===== src/rtl/mod_accel_pkg.sv =====
`default_nettype none
// ============================================================================
// Module   : mod_accel_pkg
// Purpose  : Shared definitions for the modulo-peripheral sequencer:
//            sequencer state encoding, peripheral register map and
//            default widths.
// Revision : 1.0 - initial release
// ============================================================================
package mod_accel_pkg;

    localparam int OP_W_DEF   = 16;
    localparam int PER_W_DEF  = 32;
    localparam int ADDR_W_DEF = 2;

    // Peripheral register map
    localparam int ADDR_X   = 0;
    localparam int ADDR_Y   = 1;
    localparam int ADDR_RES = 2;

    typedef enum logic [2:0] {
        ST_IDLE = 3'd0,
        ST_WR_X = 3'd1,
        ST_WR_Y = 3'd2,
        ST_RD   = 3'd3,
        ST_CAP  = 3'd4,
        ST_RESP = 3'd5
    } state_e;

endpackage : mod_accel_pkg
`default_nettype wire


===== src/rtl/mod_accel_opcache.sv =====
`default_nettype none
// ============================================================================
// Module   : mod_accel_opcache
// Purpose  : Single-entry result cache for the modulo sequencer. Remembers
//            the last error-free (x, y, remainder) triple and flags a hit
//            when the presented operands match it.
// Ports    : clk_i, rst_n_i      - clock, async active-low reset
//            lk_x_i, lk_y_i      - operands to look up
//            hit_o, hit_res_o    - match flag and cached remainder
//            upd_i               - store upd_x_i/upd_y_i/upd_res_i
// Revision : 1.0 - initial release
// ============================================================================
module mod_accel_opcache
    import mod_accel_pkg::*;
#(
    parameter int OP_W = OP_W_DEF
) (
    input  logic            clk_i,
    input  logic            rst_n_i,
    input  logic [OP_W-1:0] lk_x_i,
    input  logic [OP_W-1:0] lk_y_i,
    output logic            hit_o,
    output logic [OP_W-1:0] hit_res_o,
    input  logic            upd_i,
    input  logic [OP_W-1:0] upd_x_i,
    input  logic [OP_W-1:0] upd_y_i,
    input  logic [OP_W-1:0] upd_res_i
);

    logic            vld_q;
    logic [OP_W-1:0] x_q;
    logic [OP_W-1:0] y_q;
    logic [OP_W-1:0] res_q;

    always_ff @(posedge clk_i or negedge rst_n_i) begin
        if (!rst_n_i) begin
            vld_q <= 1'b0;
            x_q   <= '0;
            y_q   <= '0;
            res_q <= '0;
        end else if (upd_i) begin
            vld_q <= 1'b1;
            x_q   <= upd_x_i;
            y_q   <= upd_y_i;
            res_q <= upd_res_i;
        end
    end

    assign hit_o     = vld_q && (lk_x_i == x_q) && (lk_y_i == y_q);
    assign hit_res_o = res_q;

endmodule : mod_accel_opcache
`default_nettype wire


===== src/rtl/mod_accel_driver.sv =====
`default_nettype none
// ============================================================================
// Module   : mod_accel_driver
// Purpose  : Sequencer in front of the memory-mapped modulo peripheral.
//            Takes (x, y) on a valid/ready request channel, writes x and y
//            to the peripheral, reads back the remainder and returns it with
//            an error flag on a valid/ready response channel.
// Ports    : clk_i, rst_n_i                      - clock, async active-low reset
//            req_vld_i/req_rdy_o/req_x_i/req_y_i - request channel
//            rsp_vld_o/rsp_rdy_i/rsp_res_o/rsp_err_o - response channel
//            per_d_o/per_addr_o/per_w_o/per_r_o/per_e_o/per_out_i - peripheral
// Config   : MOD_ACCEL_DRIVER_OPCACHE_EN - when defined, repeats of the last
//            error-free operand pair are answered from a one-entry cache.
// Revision : 1.0 - initial release
// ============================================================================
module mod_accel_driver
    import mod_accel_pkg::*;
#(
    parameter int OP_W   = OP_W_DEF,
    parameter int PER_W  = PER_W_DEF,
    parameter int ADDR_W = ADDR_W_DEF
) (
    input  logic              clk_i,
    input  logic              rst_n_i,
    input  logic              req_vld_i,
    output logic              req_rdy_o,
    input  logic [OP_W-1:0]   req_x_i,
    input  logic [OP_W-1:0]   req_y_i,
    output logic              rsp_vld_o,
    input  logic              rsp_rdy_i,
    output logic [OP_W-1:0]   rsp_res_o,
    output logic              rsp_err_o,
    output logic [OP_W-1:0]   per_d_o,
    output logic [ADDR_W-1:0] per_addr_o,
    output logic              per_w_o,
    output logic              per_r_o,
    output logic              per_e_o,
    input  logic [PER_W-1:0]  per_out_i
);

    state_e          state_q;
    logic [OP_W-1:0] x_q;
    logic [OP_W-1:0] y_q;
    logic [OP_W-1:0] res_q;
    logic            err_q;

    logic            w_hit;
    logic [OP_W-1:0] w_hit_res;
    logic            w_upper_err;

    assign w_upper_err = |per_out_i[PER_W-1:OP_W];

`ifdef MOD_ACCEL_DRIVER_OPCACHE_EN
    // Only error-free peripheral results are worth remembering.
    logic w_cache_upd;
    assign w_cache_upd = (state_q == ST_CAP) && !w_upper_err;

    mod_accel_opcache #(
        .OP_W (OP_W)
    ) u_opcache (
        .clk_i     (clk_i),
        .rst_n_i   (rst_n_i),
        .lk_x_i    (req_x_i),
        .lk_y_i    (req_y_i),
        .hit_o     (w_hit),
        .hit_res_o (w_hit_res),
        .upd_i     (w_cache_upd),
        .upd_x_i   (x_q),
        .upd_y_i   (y_q),
        .upd_res_i (per_out_i[OP_W-1:0])
    );
`else
    assign w_hit     = 1'b0;
    assign w_hit_res = '0;
`endif

    always_ff @(posedge clk_i or negedge rst_n_i) begin
        if (!rst_n_i) begin
            state_q <= ST_IDLE;
            x_q     <= '0;
            y_q     <= '0;
            res_q   <= '0;
            err_q   <= 1'b0;
        end else begin
            case (state_q)
                ST_IDLE: begin
                    if (req_vld_i) begin
                        x_q <= req_x_i;
                        y_q <= req_y_i;
                        if (req_y_i == '0) begin
                            // Divide-by-zero never reaches the peripheral.
                            res_q   <= '0;
                            err_q   <= 1'b1;
                            state_q <= ST_RESP;
                        end else if (w_hit) begin
                            res_q   <= w_hit_res;
                            err_q   <= 1'b0;
                            state_q <= ST_RESP;
                        end else begin
                            state_q <= ST_WR_X;
                        end
                    end
                end
                ST_WR_X: state_q <= ST_WR_Y;
                ST_WR_Y: state_q <= ST_RD;
                ST_RD:   state_q <= ST_CAP;
                ST_CAP: begin
                    // Peripheral read data became valid at the end of RD.
                    res_q   <= per_out_i[OP_W-1:0];
                    err_q   <= w_upper_err;
                    state_q <= ST_RESP;
                end
                ST_RESP: begin
                    if (rsp_rdy_i) begin
                        state_q <= ST_IDLE;
                    end
                end
                default: state_q <= ST_IDLE;
            endcase
        end
    end

    // Ready is gated by reset directly so it drops the moment reset asserts.
    assign req_rdy_o = (state_q == ST_IDLE) && rst_n_i;
    assign rsp_vld_o = (state_q == ST_RESP);
    assign rsp_res_o = res_q;
    assign rsp_err_o = err_q;

    always_comb begin
        per_d_o    = '0;
        per_addr_o = '0;
        per_w_o    = 1'b0;
        per_r_o    = 1'b0;
        per_e_o    = 1'b0;
        case (state_q)
            ST_WR_X: begin
                per_e_o    = 1'b1;
                per_w_o    = 1'b1;
                per_addr_o = ADDR_W'(ADDR_X);
                per_d_o    = x_q;
            end
            ST_WR_Y: begin
                per_e_o    = 1'b1;
                per_w_o    = 1'b1;
                per_addr_o = ADDR_W'(ADDR_Y);
                per_d_o    = y_q;
            end
            ST_RD: begin
                per_e_o    = 1'b1;
                per_r_o    = 1'b1;
                per_addr_o = ADDR_W'(ADDR_RES);
            end
            default: ;
        endcase
    end

endmodule : mod_accel_driver
`default_nettype wire

===== config.mk =====
export PLATFORM = sky130hd
export DESIGN_NAME = mod_accel_driver
export DESIGN_NICKNAME = d
export VERILOG_FILES = /design/src/rtl/mod_accel_pkg.sv /design/src/rtl/mod_accel_opcache.sv /design/src/rtl/mod_accel_driver.sv
export SDC_FILE = /design/constraint.sdc
export NUM_CORES = 1
export LEC_CHECK = 0
export CAP_MARGIN = 30
export CORE_MARGIN = 5
export CORE_UTILIZATION = 44
export DETAILED_ROUTE_END_ITERATION = 8
export GPL_TIMING_DRIVEN = 0
export MAX_ROUTING_LAYER = met4
export PLACE_DENSITY = 0.81
export SETUP_SLACK_MARGIN = 0.4
export SLEW_MARGIN = 25
export SYNTH_ARGS = -nofsm -noshare
export SYNTH_HDL_FRONTEND = slang
export SYNTH_HIERARCHICAL = 1
export SYNTH_SLANG_ARGS = --single-unit

===== constraint.sdc =====
create_clock -name clk_i -period 1.9 [get_ports clk_i]
set_input_delay 0.19 -clock clk_i [delete_from_list [all_inputs] [get_ports clk_i]]
set_output_delay 0.19 -clock clk_i [all_outputs]
set_load 0.02 [all_outputs]

==> results_tabular.tex, run 1 <==
\begin{tabular}{lr}
\hline
Metric & Value \\
\hline
\multicolumn{2}{l}{\textbf{Final layout}} \\
Area Overhead vs Synth & 73.6\% \\
Utilization of the core after routing & 0.790 \\
Fraction of final layout cells sized beyond drive strength 1 & 0.460 \\
Top library cells by usage in the layout, fill and taps aside & clkdlybuf4s50\_1 (66), dfrtp\_1 (52), buf\_6 (48) \\
Final net count & 430 \\
Most common cell after layout, fill and taps aside & clkdlybuf4s50\_1 \\
Area occupied by multi-input gates & around 1400 sq um \\
Post-Layout Inst Area & 4710 sq um \\
Post-Layout Cell Count & 438 \\
Fillers & approximately 350 \\
Reg area & between 1000 and 1500 sq um \\
Number of antenna repair diodes & 0 \\
\multicolumn{2}{l}{\textbf{Synthesis}} \\
Number of distinct standard cells referenced by the synthesized netlist & 34 \\
Portion of the post-synthesis area used by sequential elements & 0.480 \\
Syn\_area\_per\_cell & 13.3 sq um \\
Count of state elements after synthesis & 52 \\
Number of synthesis warnings & 6 \\
Number of synthesized flops with an enable pin & 0 \\
Dominant synthesized flop cell & dfrtp\_1 \\
Synthesized netlist net count & between 200 and 300 \\
Share of synthesized registers carrying an async set or reset & 1.00 \\
Synthesized cell area & 2710 sq um \\
Cells after Synth & between 200 and 250 \\
\multicolumn{2}{l}{\textbf{Die}} \\
Die H & a little under 90 um \\
CORE AREA & a little under 6000 sq um \\
Number of top-level design ports & 108 \\
Die X-Extent & $\sim$88 um \\
Effective utilization at floorplan & 0.455 \\
Die Area & 7830 sq um \\
Number of rows created at floorplan & 28 \\
\multicolumn{2}{l}{\textbf{Clock tree}} \\
CTS buffer count & 5 \\
Number of clock sinks & 52 \\
Clock root buffer master & clkbuf\_8 \\
Clock tree buffer depth & 2 \\
CTS clock-pin slew for the worst setup and hold paths & $\sim$0.090 ns \\
Number of levels the H-tree was split into & 2 \\
Clk\_lat worst skew & approximately 0.30 ns \\
Clock tree from TritonCTS & yes \\
\multicolumn{2}{l}{\textbf{Timing}} \\
Worst Tran Pin Value & 0.693 ns \\
Setup repair after global routing missed its margin & true \\
Share of the cycle needed by the critical path after routing & 0.948 \\
Max-slew headroom & 0.538 \\
Setup violation total in the final timing report & 0 \\
Max Freq & 555 MHz \\
Fin Clk Skew & a little under 0.007 ns \\
Worst Hold Margin & -0.0853 ns \\
Hold violation total from the final report & between 50 and 60 \\
Final number of max-transition violations & 0 \\
Crit path time final & 1.80 ns \\
\multicolumn{2}{l}{\textbf{Global routing}} \\
Total overflow reported by the global router & 0 \\
Aggregate global-route resource usage & 0.220 \\
Number of global-route vias before repair & around 2,400 \\
Initial antenna violation count & 0 \\
Maximum number of pins on one net before global-route repair & 54 \\
Wire length of the first global-routing pass & around 13 mm \\
\multicolumn{2}{l}{\textbf{Drt}} \\
Post-DR wirelength/cell & 19.8 um \\
Via Count & 2,347 \\
Total Routed Length & 8.65 mm \\
Post-route antenna net violation count & 0 \\
Number of detailed-routing iterations run before antenna repair & 6 \\
Count of routing violations after the opening detailed-route iteration & 116 \\
Detailed-route vias per instance & around 5.4 \\
DRC violation count after routing & 0 \\
\multicolumn{2}{l}{\textbf{Worst setup path}} \\
List of cells traversed by the critical path & buf\_6, nor3b\_4, buf\_6, a22o\_1, buf\_6 \\
CP max stage delay & roughly 0.4 ns \\
Critical Path Sink Type & primary output \\
WP data arrival & $\sim$1.6 ns \\
Critical path startpoint category & register \\
Worst-path fanout max & 7 \\
Cell type group with the largest total delay on the critical path & buffers and inverters \\
Dominant cell type by count on the critical path & buf\_6 \\
Cell type of the slowest stage on the worst timing path & dfrtp\_1 \\
Required time at the endpoint of the critical path & $\sim$1.7 ns \\
Crit path buffers/inverters & 3 \\
Type of the worst setup path & register to primary output \\
\multicolumn{2}{l}{\textbf{Min path}} \\
Class of the most critical hold timing path & primary input to async pin \\
\multicolumn{2}{l}{\textbf{Place}} \\
Count of port buffers added during placement & 107 \\
Standard cell area after detailed placement & between 3000 and 4000 sq um \\
Placed wire-length estimate after detailed placement & about 5.3 mm \\
Final weighted congestion in routability-driven placement & 0.754 \\
Number of placed cells counting well taps & 386 \\
\multicolumn{2}{l}{\textbf{Pwr}} \\
Worst IR drop on VDD & between 1 and 1.5 mV \\
Power density relative to cell area & approximately 1600 nW/um\^{}2 \\
Static leakage & 0.00206 uW \\
\multicolumn{2}{l}{\textbf{Run}} \\
\# Max-Cap Violations & 0 \\
\multicolumn{2}{l}{\textbf{Run status}} \\
Outcome & finished with violations \\
Violated checks & hold timing \\
\hline
\end{tabular}
## power breakdown
part	internal, uW	total, uW	switching, uW
logic	2880	4990	2100
registers	1630	1990	366
clock network	264	623	359
## repair_timing
| action | 4_1_cts | 5_1_grt |
|---|---|---|
| cloned | 5 | 1 |
| setup endpoints to repair | 75 | 80 |
| hold endpoints to repair | 52 | 52 |
| pin swaps | 24 | 10 |
| buffers inserted | 30 | 8 |
| resized for setup | 179 | 46 |
## sequential cells by signal, summed over array words and instances, names as in the netlist
name / count
rsp_res_o: 16
y_q: 16
rsp_err_o: 1
x_q: 16
state_q: 3
## synth_stat cells, types with 3 or more instances
| library cell | number | area share |
|---|---|---|
| mux2_4 | 30 | 0.17 |
| dfrtp_1 | 52 | 0.48 |
| a22oi_2 | 9 | 0.042 |
| nand2_1 | 19 | 0.026 |
| a21oi_1 | 3 | 0.0055 |
| nor4_1 | 8 | 0.018 |
| buf_6 | 6 | 0.025 |
| o21ai_0 | 7 | 0.013 |
| a22o_1 | 16 | 0.052 |
| buf_12 | 4 | 0.030 |
| nor2_1 | 8 | 0.011 |
| a22oi_1 | 7 | 0.019 |
| o21ai_2 | 9 | 0.029 |
## final timing paths
path / from / cells past startpoint / slack (ns) / end
setup / recovery: state_q[0]$_DFFE_PN0P_ / 5 / 0.1 / per_d_o[9]
hold / removal: rst_n_i / 1 / -0.09 / y_q[15]$_DFFE_PN0P_
setup reg to reg: state_q[2]$_DFFE_PN0P_ / 8 / 0.17 / y_q[10]$_DFFE_PN0P_
hold reg to reg: y_q[7]$_DFFE_PN0P_ / 1 / 0.52 / y_q[7]$_DFFE_PN0P_
max in group asynchronous: rst_n_i / 1 / 1.52 / x_q[2]$_DFFE_PN0P_
min in group clk_i: req_x_i[1] / 2 / 0.50 / x_q[1]$_DFFE_PN0P_
## cell type report
type                    count  share of cell area
plain buffers              15              0.0479
clock buffers               7              0.0162
inverters                   1            0.000798
well taps                  75              0.0199
multi-input cells         136               0.288
repair buffers            151               0.348
flip-flops and latches     52               0.277
clock inverters             1             0.00186
## per-layer routing
layer / GRT usage / routed length [um] / part of all wire
met1: 0.271 / 3500 / 0.40
met2: 0.366 / 4460 / 0.52
met3: 0.0428 / 511 / 0.059
met4: 0.0701 / 176 / 0.020
met5: - / 0 / 0
## metrics by stage
stage	total power (uW)	setup WS, ns	setup TNS [ns]	hold slack, ns
finish	7600	0.0983	0	-0.0853
detailed placement	5650	-0.304	-4.38	0.273
global route	7970	0.0419	0	-0.0338
floorplan	4310	0.415	0	-0.106
CTS	7110	0.105	0	-0.0626
global placement	5560	-1.61	-54.50	0.492
## cell families (layout without fill, tap and decap cells)
logic type,Yosys count,in the layout,synth area share
xor+xnor,1,1,0.00323
buf+inv,16,175,0.0665
compound gates,54,54,0.168
flops,52,52,0.480
simple gates,49,49,0.108
mux,32,32,0.175
(Power assumes the default switching activity.)
==> run 2, diff against run 1 <==
--- a/config.mk
+++ b/config.mk
@@ -6,12 +6,13 @@
 export NUM_CORES = 1
 export LEC_CHECK = 0
 export CAP_MARGIN = 30
-export CORE_MARGIN = 5
+export CORE_MARGIN = 8
 export CORE_UTILIZATION = 44
 export DETAILED_ROUTE_END_ITERATION = 8
 export GPL_TIMING_DRIVEN = 0
 export MAX_ROUTING_LAYER = met4
 export PLACE_DENSITY = 0.81
+export REMOVE_ABC_BUFFERS = 1
 export SETUP_SLACK_MARGIN = 0.4
 export SLEW_MARGIN = 25
 export SYNTH_ARGS = -nofsm -noshare
==> run 2 against run 1 <==
Worst setup slack worse by 0.012 ns. Critical endpoint is now per_d_o[5]. Utilization down 6.1 points. Sequential share of layout area rose by 2.4 points. Global-route usage fell by 3.9 points. Routed wire length shrank 3.8%. Critical path type unchanged. The flow still finishes with violations (hold timing). Hold slack got worse by 0.012 ns. Final cell count decreased by 5.5%. Register-to-register slack got worse by 0.02 ns.
==> results_tabular.tex, run 2 (synthesized netlist as in run 1, its figures left out) <==
\begin{tabular}{lr}
\hline
Metric & Value \\
\hline
\multicolumn{2}{l}{\textbf{Timing}} \\
Final number of max-transition violations & 0 \\
Fin Clk Skew & 0.0124 ns \\
Hold violation total from the final report & 52 \\
Max-slew headroom & 0.556 \\
Summed negative setup slack over all endpoints & 0 ns \\
Setup violation total in the final timing report & 0 \\
Crit path time final & $\sim$1.8 ns \\
Worst Tran Pin Value & 0.667 ns \\
Setup repair after global routing missed its margin & true \\
Worst Hold Margin & -0.0971 ns \\
Share of the cycle needed by the critical path after routing & 0.954 \\
Max Freq & 551 MHz \\
\multicolumn{2}{l}{\textbf{Clock tree}} \\
CTS buffer count & 5 \\
Clk\_lat worst skew & roughly 0.31 ns \\
Clock tree buffer depth & 2 \\
Clock tree from TritonCTS & yes \\
Number of clock sinks & 52 \\
Clock root buffer master & clkbuf\_8 \\
CTS clock-pin slew for the worst setup and hold paths & 0.11 ns \\
Number of levels the H-tree was split into & 2 \\
\multicolumn{2}{l}{\textbf{Global routing}} \\
Aggregate global-route resource usage & 0.182 \\
Maximum number of pins on one net before global-route repair & 54 \\
Number of global-route vias before repair & $\sim$2,400 \\
Wire length of the first global-routing pass & between 10 and 15 mm \\
Total overflow reported by the global router & 0 \\
Initial antenna violation count & 0 \\
\multicolumn{2}{l}{\textbf{Worst setup path}} \\
Worst r2r src & state\_q[0]\$\_DFFE\_PN0P\_ \\
Required time at the endpoint of the critical path & between 1.5 and 2 ns \\
Crit path from & state\_q[2]\$\_DFFE\_PN0P\_ \\
Type of the worst setup path & register to primary output \\
Worst-path fanout max & 9 \\
WP data arrival & approximately 1.6 ns \\
Critical path startpoint category & register \\
Critical Path Sink Type & primary output \\
Worst R2R Path Depth & 7 \\
\multicolumn{2}{l}{\textbf{Final layout}} \\
Most common cell after layout, fill and taps aside & clkdlybuf4s50\_1 \\
Final net count & around 400 \\
Area Overhead vs Synth & 60.2\% \\
Number of antenna repair diodes & 0 \\
Fraction of final layout cells sized beyond drive strength 1 & 0.416 \\
Top library cells by usage in the layout, fill and taps aside & clkdlybuf4s50\_1 (66), dfrtp\_1 (49), mux2\_4 (30) \\
\multicolumn{2}{l}{\textbf{Drt}} \\
Count of routing violations after the opening detailed-route iteration & between 100 and 150 \\
Number of detailed-routing iterations run before antenna repair & 4 \\
Metal-1 WL & roughly 3.5 mm \\
Post-DR wirelength/cell & around 20 um \\
DRC violation count after routing & 0 \\
Routed wire length on met3 & a little under 300 um \\
DR WL met2 & $\sim$4.4 mm \\
Uppermost layer routed & met4 \\
Detailed-route vias per instance & 5.32 \\
Post-route antenna net violation count & 0 \\
Total Routed Length & around 8.3 mm \\
Via Count & 2,204 \\
\multicolumn{2}{l}{\textbf{Die}} \\
CORE AREA & between 5000 and 6000 sq um \\
Number of rows created at floorplan & 28 \\
Effective utilization at floorplan & 0.455 \\
Die X-Extent & $\sim$94 um \\
Die H & approximately 94 um \\
Number of top-level design ports & roughly 110 \\
Die Area & just under 9000 sq um \\
\multicolumn{2}{l}{\textbf{Pwr}} \\
Clock share of power & 0.094 \\
Reg power frac & 0.287 \\
Comb pwr share & 0.620 \\
Sw Pwr & around 2700 uW \\
Worst IR drop on VDD & around 1.2 mV \\
Power density relative to cell area & 1620 nW/um\^{}2 \\
Internal cell power & between 4000 and 5000 uW \\
Static leakage & about 0.0019 uW \\
Switching part of the total power & 0.380 \\
\multicolumn{2}{l}{\textbf{Place}} \\
Count of port buffers added during placement & 107 \\
Final weighted congestion in routability-driven placement & 0.715 \\
Placed wire-length estimate after detailed placement & about 5 mm \\
\multicolumn{2}{l}{\textbf{Run status}} \\
Violated checks & hold timing \\
Outcome & finished with violations \\
\multicolumn{2}{l}{\textbf{Min path}} \\
Class of the most critical hold timing path & primary input to async pin \\
\multicolumn{2}{l}{\textbf{Run}} \\
\# Max-Cap Violations & 0 \\
\hline
\end{tabular}
==> run 2: cell types whose count changed in the layout (fill, tap and decap cells not counted), sizes merged <==
cell and change:
dlymetal6s2s -3, inv +1, buf -23, clkinvlp +1
clkbuf -3, dlygate4sd2 +3
==> run 2: final cells by class <==
| class | instances | area (sq um) |
|---|---|---|
| clock buffers | 5 | 68.8 |
| clock inverters | 3 | 27.5 |
| fillers | 420 | 1610 |
| inverters | 1 | 3.75 |
| multi-input cells | 136 | 1310 |
| flip-flops and latches | 52 | 1310 |
| well taps | 75 | 93.8 |
| repair buffers | 142 | 1530 |
==> run 2: worst paths after layout <==
check,to,slack (ns)
worst min register to register,y_q[2]$_DFFE_PN0P_,0.52
min in group clk_i,x_q[8]$_DFFE_PN0P_,0.49
worst max register to register,y_q[4]$_DFFE_PN0P_,0.15
worst min-delay path,y_q[1]$_DFFE_PN0P_,-0.1
max in group asynchronous,state_q[0]$_DFFE_PN0P_,1.50
worst max-delay path,per_d_o[5],0.09
==> run 2: through the flow <==
step,area [sq um],utilization,cells,setup slack (ns),power (uW)
6_report,4340,0.729,414,0.0865,7020
5_1_grt,4340,0.729,414,0.0247,7370
4_1_cts,4200,0.705,410,0.136,6670
3_5_place_dp,3720,0.625,373,-0.561,5400
3_3_place_gp,3700,0.621,371,-1.59,5320
2_1_floorplan,2530,-,189,-0.666,4080
==> run 2: power by group through the flow <==
| stage | clock network (uW) | registers, uW | logic [uW] |
|---|---|---|---|
| detailed placement | 0 | 2080 | 3320 |
| floorplan | 0 | 2150 | 1930 |
| CTS | 674 | 1980 | 4020 |
| finish | 658 | 2010 | 4350 |
| global placement | 0 | 2050 | 3270 |
| global route | 720 | 2060 | 4590 |
==> run 2: per-layer routing <==
metal	vias to the layer above	GRT usage
met5	-	-
met4	0	0.0468
met3	10	0.0270
met2	54	0.311
met1	1119	0.219
li1	1021	-
==> run 2: critical path: stages, from the launching register on <==
cell	delay, ns
dfrtp_2	0.48
nor3b_4	0.29
buf_6	0.14
buf_12	0.12
a22o_1	0.17
buf_6	0.12
==> run 2: what timing repair did <==
item                                    CTS  global route
endpoints found under the setup margin   86            77
endpoints found under the hold margin    52            52
pin swaps                                 6            18
setup buffers                            25             4
resized for setup                       160            29
cloned                                    4             0
